File: src/rtl/apb_pkg.sv
// Shared definitions for the two-client APB master: FSM state encoding and
// default bus geometry / timeout constants.
package apb_pkg;

    localparam int APB_ADDR_WIDTH     = 8;
    localparam int APB_DATA_WIDTH     = 32;
    localparam int APB_TIMEOUT_CYCLES = 16;

    typedef enum logic [1:0] {
        IDLE   = 2'd0,
        SETUP  = 2'd1,
        ACCESS = 2'd2,
        DONE   = 2'd3
    } apb_state_t;

endpackage

File: src/rtl/apb_rr_arbiter.sv
// Two-way round-robin arbiter. The grant is combinational and only produced
// while i_en is high; the last-grant pointer moves only when a grant is made.
// The pointer resets to 1 so that client 0 wins the first tie.
module apb_rr_arbiter (
    input  logic       pclk,
    input  logic       prst,
    input  logic [1:0] i_req,
    input  logic       i_en,
    output logic [1:0] o_gnt,
    output logic       o_gnt_valid
);

    logic       r_last;
    logic [1:0] w_gnt;

    // Grant selection: a lone requester wins, a tie goes to the client not granted last.
    always_comb begin
        w_gnt = 2'b00;
        if (i_en) begin
            if (i_req == 2'b11) begin
                w_gnt = r_last ? 2'b01 : 2'b10;
            end else begin
                w_gnt = i_req;
            end
        end
    end

    assign o_gnt       = w_gnt;
    assign o_gnt_valid = |w_gnt;

    // Last-grant pointer, updated only on an actual grant.
    always_ff @(posedge pclk or negedge prst) begin
        if (!prst) begin
            r_last <= 1'b1;
        end else if (w_gnt != 2'b00) begin
            r_last <= w_gnt[1];
        end
    end

endmodule

File: src/rtl/apb_arb_master.sv
// Two-requester APB master: round-robin grant between two clients, then a
// SETUP/ACCESS sequence on a single APB slave, with a one-cycle done pulse
// returning read data and the slave error to the winner.
// Optional feature macro: APB_TIMEOUT_EN (aborts ACCESS after TIMEOUT_CYCLES
// wait cycles with err=1 and rdata=0).
//
// Client handshake: a client raises req[i] with we/addr/wdata stable and keeps
// them until done[i] pulses; it must drop req[i] (or present a new request)
// by the edge that ends the DONE cycle. Fields are latched at grant time.
module apb_arb_master
    import apb_pkg::*;
#(
    parameter int ADDR_WIDTH     = APB_ADDR_WIDTH,
    parameter int DATA_WIDTH     = APB_DATA_WIDTH,
    parameter int TIMEOUT_CYCLES = APB_TIMEOUT_CYCLES
) (
    input  logic                    pclk,
    input  logic                    prst,
    input  logic [1:0]              req,
    input  logic [1:0]              we,
    input  logic [2*ADDR_WIDTH-1:0] addr,
    input  logic [2*DATA_WIDTH-1:0] wdata,
    output logic [1:0]              done,
    output logic [DATA_WIDTH-1:0]   rdata,
    output logic                    err,
    output logic                    psel,
    output logic                    penable,
    output logic                    pwrite,
    output logic [ADDR_WIDTH-1:0]   paddr,
    output logic [DATA_WIDTH-1:0]   pwdata,
    input  logic [DATA_WIDTH-1:0]   prdata,
    input  logic                    pready,
    input  logic                    pslverr,
    output apb_state_t              o_dbg_state
);

    apb_state_t              r_state;
    logic                    r_psel;
    logic                    r_penable;
    logic                    r_pwrite;
    logic [ADDR_WIDTH-1:0]   r_paddr;
    logic [DATA_WIDTH-1:0]   r_pwdata;
    logic [1:0]              r_win_oh;
    logic [1:0]              r_done;
    logic [DATA_WIDTH-1:0]   r_rdata;
    logic                    r_err;

    logic [1:0]              w_gnt;
    logic                    w_gnt_valid;
    logic                    w_sel_we;
    logic [ADDR_WIDTH-1:0]   w_sel_addr;
    logic [DATA_WIDTH-1:0]   w_sel_wdata;

`ifdef APB_TIMEOUT_EN
    localparam int TCW = $clog2(TIMEOUT_CYCLES + 1);
    logic [TCW-1:0]          r_tcnt;
    logic [TCW-1:0]          w_tcnt_next;
    assign w_tcnt_next = r_tcnt + 1'b1;
`endif

    apb_rr_arbiter u_arb (
        .pclk        (pclk),
        .prst        (prst),
        .i_req       (req),
        .i_en        (r_state == IDLE),
        .o_gnt       (w_gnt),
        .o_gnt_valid (w_gnt_valid)
    );

    // Fields of the granted client; only meaningful while a grant is valid.
    always_comb begin
        w_sel_we    = w_gnt[1] ? we[1] : we[0];
        w_sel_addr  = w_gnt[1] ? addr[2*ADDR_WIDTH-1:ADDR_WIDTH] : addr[ADDR_WIDTH-1:0];
        w_sel_wdata = w_gnt[1] ? wdata[2*DATA_WIDTH-1:DATA_WIDTH] : wdata[DATA_WIDTH-1:0];
    end

    // Transfer FSM with registered APB control and client response outputs.
    always_ff @(posedge pclk or negedge prst) begin
        if (!prst) begin
            r_state   <= IDLE;
            r_psel    <= 1'b0;
            r_penable <= 1'b0;
            r_pwrite  <= 1'b0;
            r_paddr   <= '0;
            r_pwdata  <= '0;
            r_win_oh  <= 2'b00;
            r_done    <= 2'b00;
            r_rdata   <= '0;
            r_err     <= 1'b0;
`ifdef APB_TIMEOUT_EN
            r_tcnt    <= '0;
`endif
        end else begin
            r_done <= 2'b00;
            case (r_state)
                IDLE: begin
                    if (w_gnt_valid) begin
                        r_win_oh  <= w_gnt;
                        r_pwrite  <= w_sel_we;
                        r_paddr   <= w_sel_addr;
                        r_pwdata  <= w_sel_wdata;
                        r_psel    <= 1'b1;
                        r_penable <= 1'b0;
`ifdef APB_TIMEOUT_EN
                        r_tcnt    <= '0;
`endif
                        r_state   <= SETUP;
                    end
                end
                SETUP: begin
                    r_penable <= 1'b1;
                    r_state   <= ACCESS;
                end
                ACCESS: begin
                    if (pready) begin
                        r_psel    <= 1'b0;
                        r_penable <= 1'b0;
                        r_rdata   <= r_pwrite ? '0 : prdata;
                        r_err     <= pslverr;
                        r_done    <= r_win_oh;
                        r_state   <= DONE;
                    end
`ifdef APB_TIMEOUT_EN
                    else if (w_tcnt_next == TCW'(TIMEOUT_CYCLES)) begin
                        r_tcnt    <= w_tcnt_next;
                        r_psel    <= 1'b0;
                        r_penable <= 1'b0;
                        r_rdata   <= '0;
                        r_err     <= 1'b1;
                        r_done    <= r_win_oh;
                        r_state   <= DONE;
                    end else begin
                        r_tcnt    <= w_tcnt_next;
                    end
`endif
                end
                DONE: begin
                    r_state <= IDLE;
                end
                default: begin
                    r_state <= IDLE;
                end
            endcase
        end
    end

    assign psel        = r_psel;
    assign penable     = r_penable;
    assign pwrite      = r_pwrite;
    assign paddr       = r_paddr;
    assign pwdata      = r_pwdata;
    assign done        = r_done;
    assign rdata       = r_rdata;
    assign err         = r_err;
    assign o_dbg_state = r_state;

endmodule

File: config.mk
export PLATFORM = sky130hd
export DESIGN_NAME = apb_arb_master
export DESIGN_NICKNAME = d
export VERILOG_FILES = /design/src/rtl/apb_pkg.sv /design/src/rtl/apb_rr_arbiter.sv /design/src/rtl/apb_arb_master.sv
export SDC_FILE = /design/constraint.sdc
export NUM_CORES = 1
export LEC_CHECK = 0
export BUFFER_PORTS_ARGS = -buffer_cell sky130_fd_sc_hd__buf_2
export CORE_UTILIZATION = 49
export CTS_CLUSTER_DIAMETER = 150
export DETAILED_ROUTE_END_ITERATION = 16
export PLACE_DENSITY = 0.88
export SYNTH_ARGS = -nofsm -noshare
export SYNTH_HDL_FRONTEND = slang
export SYNTH_HIERARCHICAL = 1
export SYNTH_SLANG_ARGS = --single-unit
File: constraint.sdc
create_clock -name pclk -period 3.9 [get_ports pclk]
set_clock_uncertainty 0.15 [all_clocks]
set_input_delay 0.39 -clock pclk [delete_from_list [all_inputs] [get_ports pclk]]
set_output_delay 0.39 -clock pclk [all_outputs]
set_load 0.01 [all_outputs]
After elaboration in Yosys (flattened, before gate mapping). Cells that the tools add are included.

Flip-flop bits (word level): 83. Logic and storage cells: 44. Output and inout bits: 80. Input port bits: 120.

Eq/ne operators: 6. Muxes and demuxes: 17. Reduce and logical (&&, ||, !) cells: 10.

Operators by type and width (number): $mux 32 (2); $mux 2 (7); $mux 8 (1); $pmux 2 s4 (1); $eq 2x2->1 const B (3); $reduce_and 2->1 (3); $reduce_and 3->1 (2); $mux 1 (4); $ne 2x2->1 const B (2); $reduce_bool 2->1 (2); $pmux 1 s3 (1); $reduce_bool 3->1 (1); $eq 2x1->1 const B (1); $logic_not 2->1 (1); $pmux 1 s2 (1); $reduce_or 2->1 (1).

Logic depth before layout (Yosys ltp). Gate-level depths: netlist of run 1.

Depth after elaboration: 6. Mapped depth: 8. Depth with buffers taken out: 6.

Hierarchy. Netlist of run 1, hierarchy kept.

Modules (own cells, without submodules): apb_arb_master (cells each 350, times used 1, area an instance 3854.9 um^2, sequential area each 2052.0 um^2); apb_rr_arbiter (cells each 9, times used 1, area an instance 70.1 um^2, sequential area each 26.3 um^2).

Worst setup path before layout of run 1. Ideal clock, no wire load.

Path kind: register -> register. Start: reg r_state[0], in the netlist o_dbg_state[0]. End: reg r_pwdata[0], in the netlist pwdata[0]. Arrival time: 1.605 ns. Data required time: 3.628 ns. Slack: 2.023 ns. Library setup time: 0.122 ns. Cell stages (with the launch flop): 9. Cells stage by stage: dfrtp_1 inv_1 ha_1 nand2_1 a21oi_1 buf_4 buf_4 mux2i_1 a21oi_2.

Cells in the longest elaborated chain, start to end: 4. Elaborated cells on any way between the ends: 5.

Ends and longest elaborated chain: start: declaration (RTL line apb_arb_master.sv:37) `apb_state_t r_state;`; start signal: assignment (RTL line apb_arb_master.sv:80) `r_state <= IDLE;`; start signal: assignment (RTL line apb_arb_master.sv:107) `r_state <= SETUP;`; start signal: assignment (RTL line apb_arb_master.sv:112) `r_state <= ACCESS;`; $logic_not 2->1 * (RTL line apb_arb_master.sv:65) `.i_en (r_state == IDLE),`; $mux 2 * (RTL line apb_rr_arbiter.sv:19) `if (i_en) begin`; net w_gnt[1] (RTL line apb_arb_master.sv:48) `logic [1:0] w_gnt;`; $reduce_or 2->1 (RTL line apb_rr_arbiter.sv:29) `assign o_gnt_valid = |w_gnt;`; $reduce_and 2->1 (no source line); end signal: assignment (RTL line apb_arb_master.sv:101) `r_pwdata <= w_sel_wdata;`; end: declaration (RTL line apb_arb_master.sv:42) `logic [DATA_WIDTH-1:0] r_pwdata;`.

Mark *: on every way through the listed nets, which the timed path passes. The rest lies on a longest branch. A chain may end at the register's enable or synchronous reset.

Worst setup path in the final report of run 1.
Start: reg r_state[0], in the netlist o_dbg_state[0]. End: reg r_paddr[2], in the netlist paddr[2].

Cells in the longest elaborated chain, start to end: 4. Elaborated cells on any way between the ends: 5.

Ends and longest elaborated chain: $logic_not 2->1 * (RTL line apb_arb_master.sv:65); $mux 2 * (RTL line apb_rr_arbiter.sv:19); net w_gnt[1] (RTL line apb_arb_master.sv:48); $reduce_or 2->1 (RTL line apb_rr_arbiter.sv:29); $reduce_and 2->1 (no source line); end signal: assignment (RTL line apb_arb_master.sv:100) `r_paddr <= w_sel_addr;`; end: declaration (RTL line apb_arb_master.sv:41) `logic [ADDR_WIDTH-1:0] r_paddr;`.

Marks and branches as above.

==> metrics.md, run 1 <==
| Metric | Value |
|---|---|
| Run status | complete, no violations |
| DRT Wirelength | 9080 um |
| GP Congestion | 0.766 |
| Post-route ant nets | 0 |
| Via/cell ratio | 4.94 |
| Final std cells w/o fill | 656 |
| Die Span Y | 91.5 um |
| Boundary pin count | 200 |
| Hold Fails Final Rpt | 0 |
| Most frequent cells in the layout | 198 x buf_2, 82 x dfrtp_1, 41 x mux2i_1, 41 x nor2_1, 34 x nand2_1 |
| Synthesis warning total | 6 |
| Vias in the first global route | 3168 |
| Antenna cells | 0 |
| Clock-pin slew on the worst setup and hold paths | 0.08 ns |
| Most common cell after layout, fill and taps aside | buf_2 |
| Crit end category | flop |
| Die Width | 91.5 um |
| Primary FF master, synth | dfrtp_1 |
| Fin crit share | 70.5% |
| Max-slew violation count | 0 |
| Measured slew at the worst slew-check pin | 1.01 ns |
| Register area share after synthesis | 52.9% |
| Clk sinks | 83 |
| Max-cap violations | 0 |
| H-tree depth | 3 |
| GRT Overall Usage | 22.3% |
| Max_slew headroom | 32.3% |
| Area of placed instances | 4890 um2 |
| P&R area growth vs syn | 29.7% |
| CTS root buffer | clkbuf_8 |
| CTS-repair resized insts | 0 |
| Wire length of the first global-routing pass | 14700 um |
| Data required time of the worst path | 3.94 ns |
| Finish-stage setup viols | 0 |
| Share of layout cells above drive strength 1 | 48.0% |
| Initial DRC count | 108 |
| Place WS | 1.15 ns |
| RSZ-0062 raised after global routing | false |
| Post-route cell area | 5090 um2 |
| Syn avg cell area | 10.9 um2 |
| Synth area leader | dfrtp_1 |
| Critical path class | reg -> reg |
| Peak VDD IR | 0.460 mV |
| Setup ws final | 1.15 ns |
| Worst path arrival time | 2.79 ns |
| Critical Path Start Type | flop |
| Worst min path class | in -> async |
| Drt pass-1 iters | 4 |
| Buffers on Ports | 199 |
| Postcts setup bufs | 0 |
| Setup TNS | 0 ns |
| Synth async-reset ratio | 100% |
| Largest net degree at the start of global routing | 84 |
| Post-synth top area share | 52.3% |
| Synth Instances | 359 |
| Power density cells | 761 nW/um2 |
| Hpwl dp | 6750 um |
| Inserted Clock Buffers | 9 |
| Clock tree buffer depth | 2 |
| Starting Density | 50.8% |
| Power after layout | 3.88 mW |
| Lkg Pwr | 2.50 nW |
| Drt drc | 0 |
| Placed Cells | 640 |
| WL/cell | 13.8 um |
| Synth unique cells | 29 |
| Min Tclk post-route | 2.75 ns |
| CORE AREA | 7730 um2 |
| Rows | 32 |
| Synth top area cells | dfrtp_1 52%, mux2i_1 10%, nand2b_1 5.1% |
| Number of synthesized flops with an enable pin | 0 |
| Post-CTS Hold Fix Bufs | 0 |
| Worst skew pair latency | 0.34 ns |
| Synthesized area | 3930 um2 |
| Final layout net count | 674 |
| Die area | 8370 um2 |
| F_max | 0.364 GHz |
| TritonCTS clock tree | built |
| Syn_nets | 484 |
| GR Overflow Total | 0 |
| Seq cells post-synth | 83 |
| Vias | 3241 |
| Initial antenna violation count | 0 |
| Max FO, Critical Path | 24 |
## Yosys cell counts (2+ instances only)
master    number
dfrtp_1       82
mux2i_1       41
nor2_1        41
nand2_1       34
nand2b_1      32
a21oi_1       26
a21oi_2       20
o21ai_2       17
buf_6         11
o21ai_0        8
buf_4          7
o21ai_1        7
ha_1           5
inv_1          5
clkbuf_1       4
and3_1         3
mux2_2         3
buf_2          2
## where the power goes
group / total, mW / internal (mW) / switching [mW]
clock: 0.621 / 0.299 / 0.322
combinational: 1.72 / 0.769 / 0.953
sequential: 1.53 / 1.28 / 0.253
## final cells by class
cell class	count	area, um2
Clock buffer	9	124
Clock inverter	7	75.1
Fill cell	638	2640
Inverter	6	22.5
Multi-Input combinational cell	246	1630
Sequential cell	83	2080
Tap cell	102	128
Timing Repair Buffer	203	1030
## cell families (layout without fill, tap and decap cells)
logic type                 count (synthesis)  in the layout  share of synthesized area (%)
adders and majority gates                  5              5                           1.59
buffers and inverters                     30            225                           5.71
AOI/OAI and AO/OA                         83             83                           14.6
and+or+nand+nor                          112            112                           13.1
DFF                                       83             83                           52.9
muxes                                     46             46                           12.0
## stage by stage
stage	hold slack, ns	utilization, %
floorplan	-0.0556	-
global placement	0.303	63.3
detailed placement	0.311	63.3
CTS	0.105	65.9
global route	0.110	65.9
finish	0.0805	65.9
## final timing paths
kind	start	endpoint	slack, ns	cells after the start
setup / recovery	o_dbg_state[0]	paddr[2]	1.15	7
hold / removal	prst	rdata[26]	0.08	1
setup reg to reg	o_dbg_state[0]	paddr[2]	1.15	7
hold reg to reg	rdata[23]	rdata[23]	0.33	2
max in group asynchronous	prst	r_win_oh[0]	2.88	1
min in group pclk	prdata[7]	rdata[7]	0.13	3
## metal layers
layer / vias up / track usage (%) / part of all wire, %
met2: 134 / 38.7 / 51
met3: 12 / 4.94 / 7.0
li1: 1587 / - / -
met5: - / 0 / 0
met4: 0 / 8.20 / 1.3
met1: 1508 / 27.2 / 40
## state kept, by name (all words and copies together) (netlist names)
name	cells
err	1
done	2
r_win_oh	2
paddr	8
rdata	32
psel	1
u_arb/r_last	1
pwrite	1
pwdata	32
penable	1
o_dbg_state	2
## worst max-delay path: stages (launching register included)
cell and delay (ns):
dfrtp_1 0.43, inv_1 0.13, ha_1 0.26, nand2_1 0.15, a21oi_4 0.79, buf_4 0.38, mux2i_1 0.22, a21oi_1 0.09
(Power assumes the default switching activity.)
==> run 2, diff against run 1 <==
CORE_UTILIZATION = 46   (was 49)
PLACE_DENSITY = 0.84   (was 0.88)
clock period = 2.8 ns   (was 3.9 ns; I/O delays follow)
==> run 2 against run 1 <==
- the run now ends with negative hold slack left
- critical path depth stayed put
- core utilization down 2.7 points
- total power increased by 46%
- largest cell class unchanged
- largest power group unchanged
==> metrics.md, run 2 (synthesis gave the netlist of run 1 again) <==
| Metric | Value |
|---|---|
| Die Span Y | 94.4 um (was 91.5 um) |
| CP cell instances | inv_1 > ha_1 > nand2_1 > a21oi_4 > buf_4 > mux2i_1 > a21oi_2 (was inv_1 > ha_1 > nand2_1 > a21oi_4 > buf_4 > mux2i_1 > a21oi_1) |
| Final layout net count | 677 (was 674) |
| Boundary pin count | 200 (unchanged) |
| Setup TNS | 0 ns (unchanged) |
| CP bufs+invs | 2 (unchanged) |
| GRT Overall Usage | 20.8% (was 22.3%) |
| Run status | finished, violations left (was complete, no violations) |
| Initial DRC count | 103 (was 108) |
| Data required time of the worst path | 2.87 ns (was 3.94 ns) |
| Max_slew headroom | 30.5% (was 32.3%) |
| Rows | 33 (was 32) |
| Worst path arrival time | 2.29 ns (was 2.79 ns) |
| WL/cell | 13.6 um (was 13.8 um) |
| F_max | 0.451 GHz (was 0.364 GHz) |
| Die area | 8910 um2 (was 8370 um2) |
| Min Tclk post-route | 2.22 ns (was 2.75 ns) |
| Max-slew violation count | 0 (unchanged) |
| CTS-repair resized insts | 0 (unchanged) |
| Drt drc | 0 (unchanged) |
| Share of layout cells above drive strength 1 | 47.8% (was 48.0%) |
| Setup ws final | 0.580 ns (was 1.15 ns) |
| Final std cells w/o fill | 662 (was 656) |
| CORE AREA | 8220 um2 (was 7730 um2) |
| Vias in the first global route | 3245 (was 3168) |
| Hpwl dp | 6660 um (was 6750 um) |
| Post-route cell area | 5190 um2 (was 5090 um2) |
| Power after layout | 5.66 mW (was 3.88 mW) |
| Finish-stage setup viols | 0 (unchanged) |
| Critical path class | reg -> reg (unchanged) |
| Measured slew at the worst slew-check pin | 1.04 ns (was 1.01 ns) |
| Slowest stage delay, CP | 0.43 ns (was 0.79 ns) |
| Hold Fails Final Rpt | 40 (was 0) |
| Worst min path class | in -> async (unchanged) |
| Fin Hold WS | -0.0608 ns (was 0.0805 ns) |
| Lkg Pwr | 2.55 nW (was 2.50 nW) |
| RSZ-0062 raised after global routing | false (unchanged) |
| H-tree depth | 3 (unchanged) |
| Clk sinks | 83 (unchanged) |
| Peak VDD IR | 0.601 mV (was 0.460 mV) |
| Final core occ | 63.1% (was 65.9%) |
| Placed Cells | 645 (was 640) |
| Most common cell after layout, fill and taps aside | buf_2 (unchanged) |
| Violated checks | negative hold slack |
| Starting Density | 47.8% (was 50.8%) |
| Critical Path Start Type | flop (unchanged) |
| Most frequent cells in the layout | 198 x buf_2, 82 x dfrtp_1, 41 x mux2i_1, 41 x nor2_1, 34 x nand2_1 (unchanged) |
| Clock-pin slew on the worst setup and hold paths | 0.09 ns (was 0.08 ns) |
| Area of placed instances | 4920 um2 (was 4890 um2) |
| Reg2reg path depth | 7 (unchanged) |
| Post-route ant nets | 0 (unchanged) |
| Power density cells | 1090 nW/um2 (was 761 nW/um2) |
| Vias | 3265 (was 3241) |
| WP depth | 7 (unchanged) |
| Antenna cells | 0 (unchanged) |
| CTS root buffer | clkbuf_8 (unchanged) |
| Worst skew pair latency | 0.34 ns (about the same) |
| Max-cap violations | 0 (unchanged) |
| Initial antenna violation count | 0 (unchanged) |
| Drt pass-1 iters | 4 (unchanged) |
| TritonCTS clock tree | built (unchanged) |
| Crit end category | flop (unchanged) |
| GP Congestion | 0.779 (was 0.766) |
| Crit path max-delay family | buffers and inverters (was compound AO/OA/AOI/OAI gates) |
| Inserted Clock Buffers | 9 (unchanged) |
| Wire length of the first global-routing pass | 14300 um (was 14700 um) |
| Buffers on Ports | 199 (unchanged) |
| Via/cell ratio | 4.93 (was 4.94) |
| Slowest-stage cell, CP | dfrtp_1 (was a21oi_4) |
| Place WS | 0.576 ns (was 1.15 ns) |
| Clock tree buffer depth | 2 (unchanged) |
| GR Overflow Total | 0 (unchanged) |
| Die Width | 94.4 um (was 91.5 um) |
| Fin crit share | 79.3% (was 70.5%) |
| Largest net degree at the start of global routing | 84 (unchanged) |
| Max FO, Critical Path | 29 (was 24) |
| DRT Wirelength | 9010 um (was 9080 um) |
| P&R area growth vs syn | 32.2% (was 29.7%) |
-- run 2: cell count changes in the layout (fill, tap and decap cells not counted), sizes merged --
cell         previous run  this run
bufinv                  1         4
clkinvlp                3         0
buf                   203       205
clkbuf                  9        11
inv                     8         6
dlygate4sd3             0         1
-- run 2: where the power goes --
group          switching [mW]  internal (mW)  leakage (nW)
Sequential              0.358           1.78          1.00
Combinational            1.33           1.09          1.42
Clock                   0.421          0.683         0.128
Total                    2.10           3.55          2.55
-- run 2: cell type report --
type,count,area [um2]
inverters,6,22.5
flip-flops and latches,83,2080
repair buffers,206,1070
well taps,105,131
multi-input cells,246,1630
clock buffers,11,131
clock inverters,5,125
fillers,698,3030
-- run 2: what timing repair did --
action                                 CTS  global route
hold buffers                             0             1
endpoints found under the hold margin    0             1
buffers inserted                         0             0
-- run 2: final timing paths --
path,slack (ns),end,startpoint
max in group asynchronous,1.87,done[1],prst
setup reg to reg,0.58,pwdata[1],o_dbg_state[0]
hold / removal,-0.06,rdata[28],prst
min in group pclk,0.02,rdata[3],prdata[3]
setup / recovery,0.58,pwdata[1],o_dbg_state[0]
hold reg to reg,0.33,rdata[16],rdata[16]
-- run 2: layer usage --
metal  vias up  GRT usage [%]  share of wire (%)
met4         0           8.59                1.9
met5         -              0                  0
met2       124           36.4                 51
met1      1535           23.6                 40
met3        17           6.20                7.2
li1       1589              -                  -
==> run 3, diff against run 2 <==
clock period = 2.3 ns   (was 2.8 ns; I/O delays follow)
==> run 3 against run 2 <==
- the run now ends clean
- sequential cell count stayed put
- worst setup slack got worse by 0.36 ns
- core utilization grew 3.9 points
- count of clock-buffer cells in the layout unchanged
- critical path depth is the same
- non-clock buffer count up 37
- final area rose by 6.2%
- worst hold slack improved by 0.084 ns
- first-iteration DRC count decreased by 50%
- sequential share of layout area is 2.3 points lower
- total power up 19%
- final cell count grew 5.6%
- critical endpoint is now pwdata[10]
- largest power group unchanged
==> metrics.md, run 3 (synthesis gave the netlist of run 1 again) <==
| Metric | Value |
|---|---|
| F_max | 0.482 GHz (was 0.451 GHz) |
| Worst path arrival time | 2.20 ns (was 2.29 ns) |
| DRT Wirelength | 9650 um (was 9010 um) |
| Rows | 33 (unchanged) |
| Crit path max-delay family | simple AND/OR/NAND/NOR gates (was buffers and inverters) |
| Hpwl dp | 6790 um (was 6660 um) |
| Antenna cells | 0 (unchanged) |
| Setup ws final | 0.224 ns (was 0.580 ns) |
| Wire length of the first global-routing pass | 15100 um (was 14300 um) |
| Post-CTS Hold Fix Bufs | 33 (was 0) |
| Most common cell after layout, fill and taps aside | buf_2 (unchanged) |
| Worst skew pair latency | 0.34 ns (about the same) |
| Max-slew violation count | 0 (unchanged) |
| P&R area growth vs syn | 40.4% (was 32.2%) |
| Worst min path class | in -> reg (was in -> async) |
| Postcts setup bufs | 0 (unchanged) |
| Die Span Y | 94.4 um (unchanged) |
| Power after layout | 6.72 mW (was 5.66 mW) |
| Max_slew headroom | 71.0% (was 30.5%) |
| Via/cell ratio | 4.83 (was 4.93) |
| Clk sinks | 83 (unchanged) |
| CORE AREA | 8220 um2 (unchanged) |
| GR Overflow Total | 0 (unchanged) |
| Fin crit share | 90.3% (was 79.3%) |
| Max-cap violations | 0 (unchanged) |
| Clock tree buffer depth | 2 (unchanged) |
| Starting Density | 47.8% (unchanged) |
| Most frequent cells in the layout | 198 x buf_2, 82 x dfrtp_1, 41 x mux2i_1, 41 x nor2_1, 34 x nand2_1 (unchanged) |
| Slowest stage delay, CP | 0.43 ns (about the same) |
| Max FO, Critical Path | 43 (was 29) |
| TritonCTS clock tree | built (unchanged) |
| WL met2 | 5000 um (was 4620 um) |
| RSZ-0062 raised after global routing | false (unchanged) |
| Run status | complete, no violations (was finished, violations left) |
| Final layout net count | 714 (was 677) |
| Clock-pin slew on the worst setup and hold paths | 0.08 ns (was 0.09 ns) |
| GRT Overall Usage | 22.1% (was 20.8%) |
| Place WS | 0.205 ns (was 0.576 ns) |
| Final std cells w/o fill | 699 (was 662) |
| Vias in the first global route | 3390 (was 3245) |
| CTS-repair resized insts | 0 (unchanged) |
| Reg-to-reg setup timing slack | 0.22 ns (was 0.58 ns) |
| CP bufs+invs | 2 (unchanged) |
| Drt pass-1 iters | 6 (was 4) |
| Share of layout cells above drive strength 1 | 45.8% (was 47.8%) |
| Drt drc | 0 (unchanged) |
| CP cell instances | inv_1 > ha_1 > o21a_1 > and2_4 > buf_12 > nor2_1 > a21oi_2 (was inv_1 > ha_1 > nand2_1 > a21oi_4 > buf_4 > mux2i_1 > a21oi_2) |
| Post-route ant nets | 0 (unchanged) |
| Highest routed layer | met4 (unchanged) |
| Initial DRC count | 52 (was 103) |
| Initial antenna violation count | 0 (unchanged) |
| WL/cell | 13.8 um (was 13.6 um) |
| Crit end category | flop (unchanged) |
| Critical path class | reg -> reg (unchanged) |
| Placed Cells | 650 (was 645) |
| Buffers on Ports | 199 (unchanged) |
| Power density cells | 1220 nW/um2 (was 1090 nW/um2) |
| H-tree depth | 3 (unchanged) |
| Inserted Clock Buffers | 9 (unchanged) |
| Metal3 WL | 582 um (was 645 um) |
| Die area | 8910 um2 (unchanged) |
| Finish-stage setup viols | 0 (unchanged) |
| Data required time of the worst path | 2.42 ns (was 2.87 ns) |
| Critical Path Start Type | flop (unchanged) |
| Min Tclk post-route | 2.08 ns (was 2.22 ns) |
| Largest net degree at the start of global routing | 52 (was 84) |
| GP Congestion | 0.760 (was 0.779) |
| Lkg Pwr | 2.69 nW (was 2.55 nW) |
| CTS root buffer | clkbuf_8 (unchanged) |
| Slowest-stage cell, CP | dfrtp_1 (unchanged) |
| Boundary pin count | 200 (unchanged) |
| M1 wire length | 3890 um (was 3570 um) |
| Setup TNS | 0 ns (unchanged) |
| Vias | 3373 (was 3265) |
| Fin Hold WS | 0.0234 ns (was -0.0608 ns) |
| Measured slew at the worst slew-check pin | 0.435 ns (was 1.04 ns) |
| Hold Fails Final Rpt | 0 (was 40) |
| Peak VDD IR | 0.781 mV (was 0.601 mV) |
| Die Width | 94.4 um (unchanged) |
-- run 3: changes by cell type in the layout (fill, tap and decap cells not counted) --
cell,previous run,this run
dlygate4sd3_1,1,33
clkinvlp_4,0,1
clkbuf_1,2,1
clkbuf_8,9,10
buf_4,6,9
bufinv_16,4,1
clkinv_2,1,3
buf_12,1,3
-- run 3: area by class of cell --
class	count	area, um2
clock inverters	5	52.6
well taps	105	131
clock buffers	11	141
inverters	6	22.5
flip-flops and latches	83	2080
multi-input cells	246	1630
fillers	636	2710
repair buffers	243	1450
-- run 3: report_power, final --
part / switching, mW / total (mW) / internal (mW) / leakage [nW]
clock: 0.513 / 1.04 / 0.527 / 0.0991
combinational: 1.69 / 3.10 / 1.41 / 1.59
sequential: 0.408 / 2.58 / 2.17 / 1.00
-- run 3: stage by stage --
stage | instance area, um2 | utilization [%]
floorplan | 3930 | -
global placement | 4980 | 60.7
detailed placement | 4980 | 60.7
CTS | 5510 | 67.0
global route | 5510 | 67.0
finish | 5510 | 67.0
-- run 3: final timing paths --
path,start,endpoint,cells after the start
worst max register to register,o_dbg_state[0],pwdata[10],7
max in group asynchronous,prst,u_arb/r_last,3
worst min register to register,rdata[23],rdata[23],2
min in group asynchronous,prst,rdata[29],2
worst max-delay path,o_dbg_state[0],pwdata[10],7
worst min-delay path,prdata[15],rdata[15],3
-- run 3: worst min-delay path: stages --
cell and delay (ns):
buf_2 0.10, nand2b_1 0.09, o21ai_2 0.06
-- run 3: layer usage --
| metal | up-vias | global-route usage (%) |
|---|---|---|
| met4 | 0 | 7.56 |
| met5 | - | 0 |
| met1 | 1554 | 25.5 |
| li1 | 1672 | - |
| met2 | 124 | 40.0 |
| met3 | 23 | 5.31 |
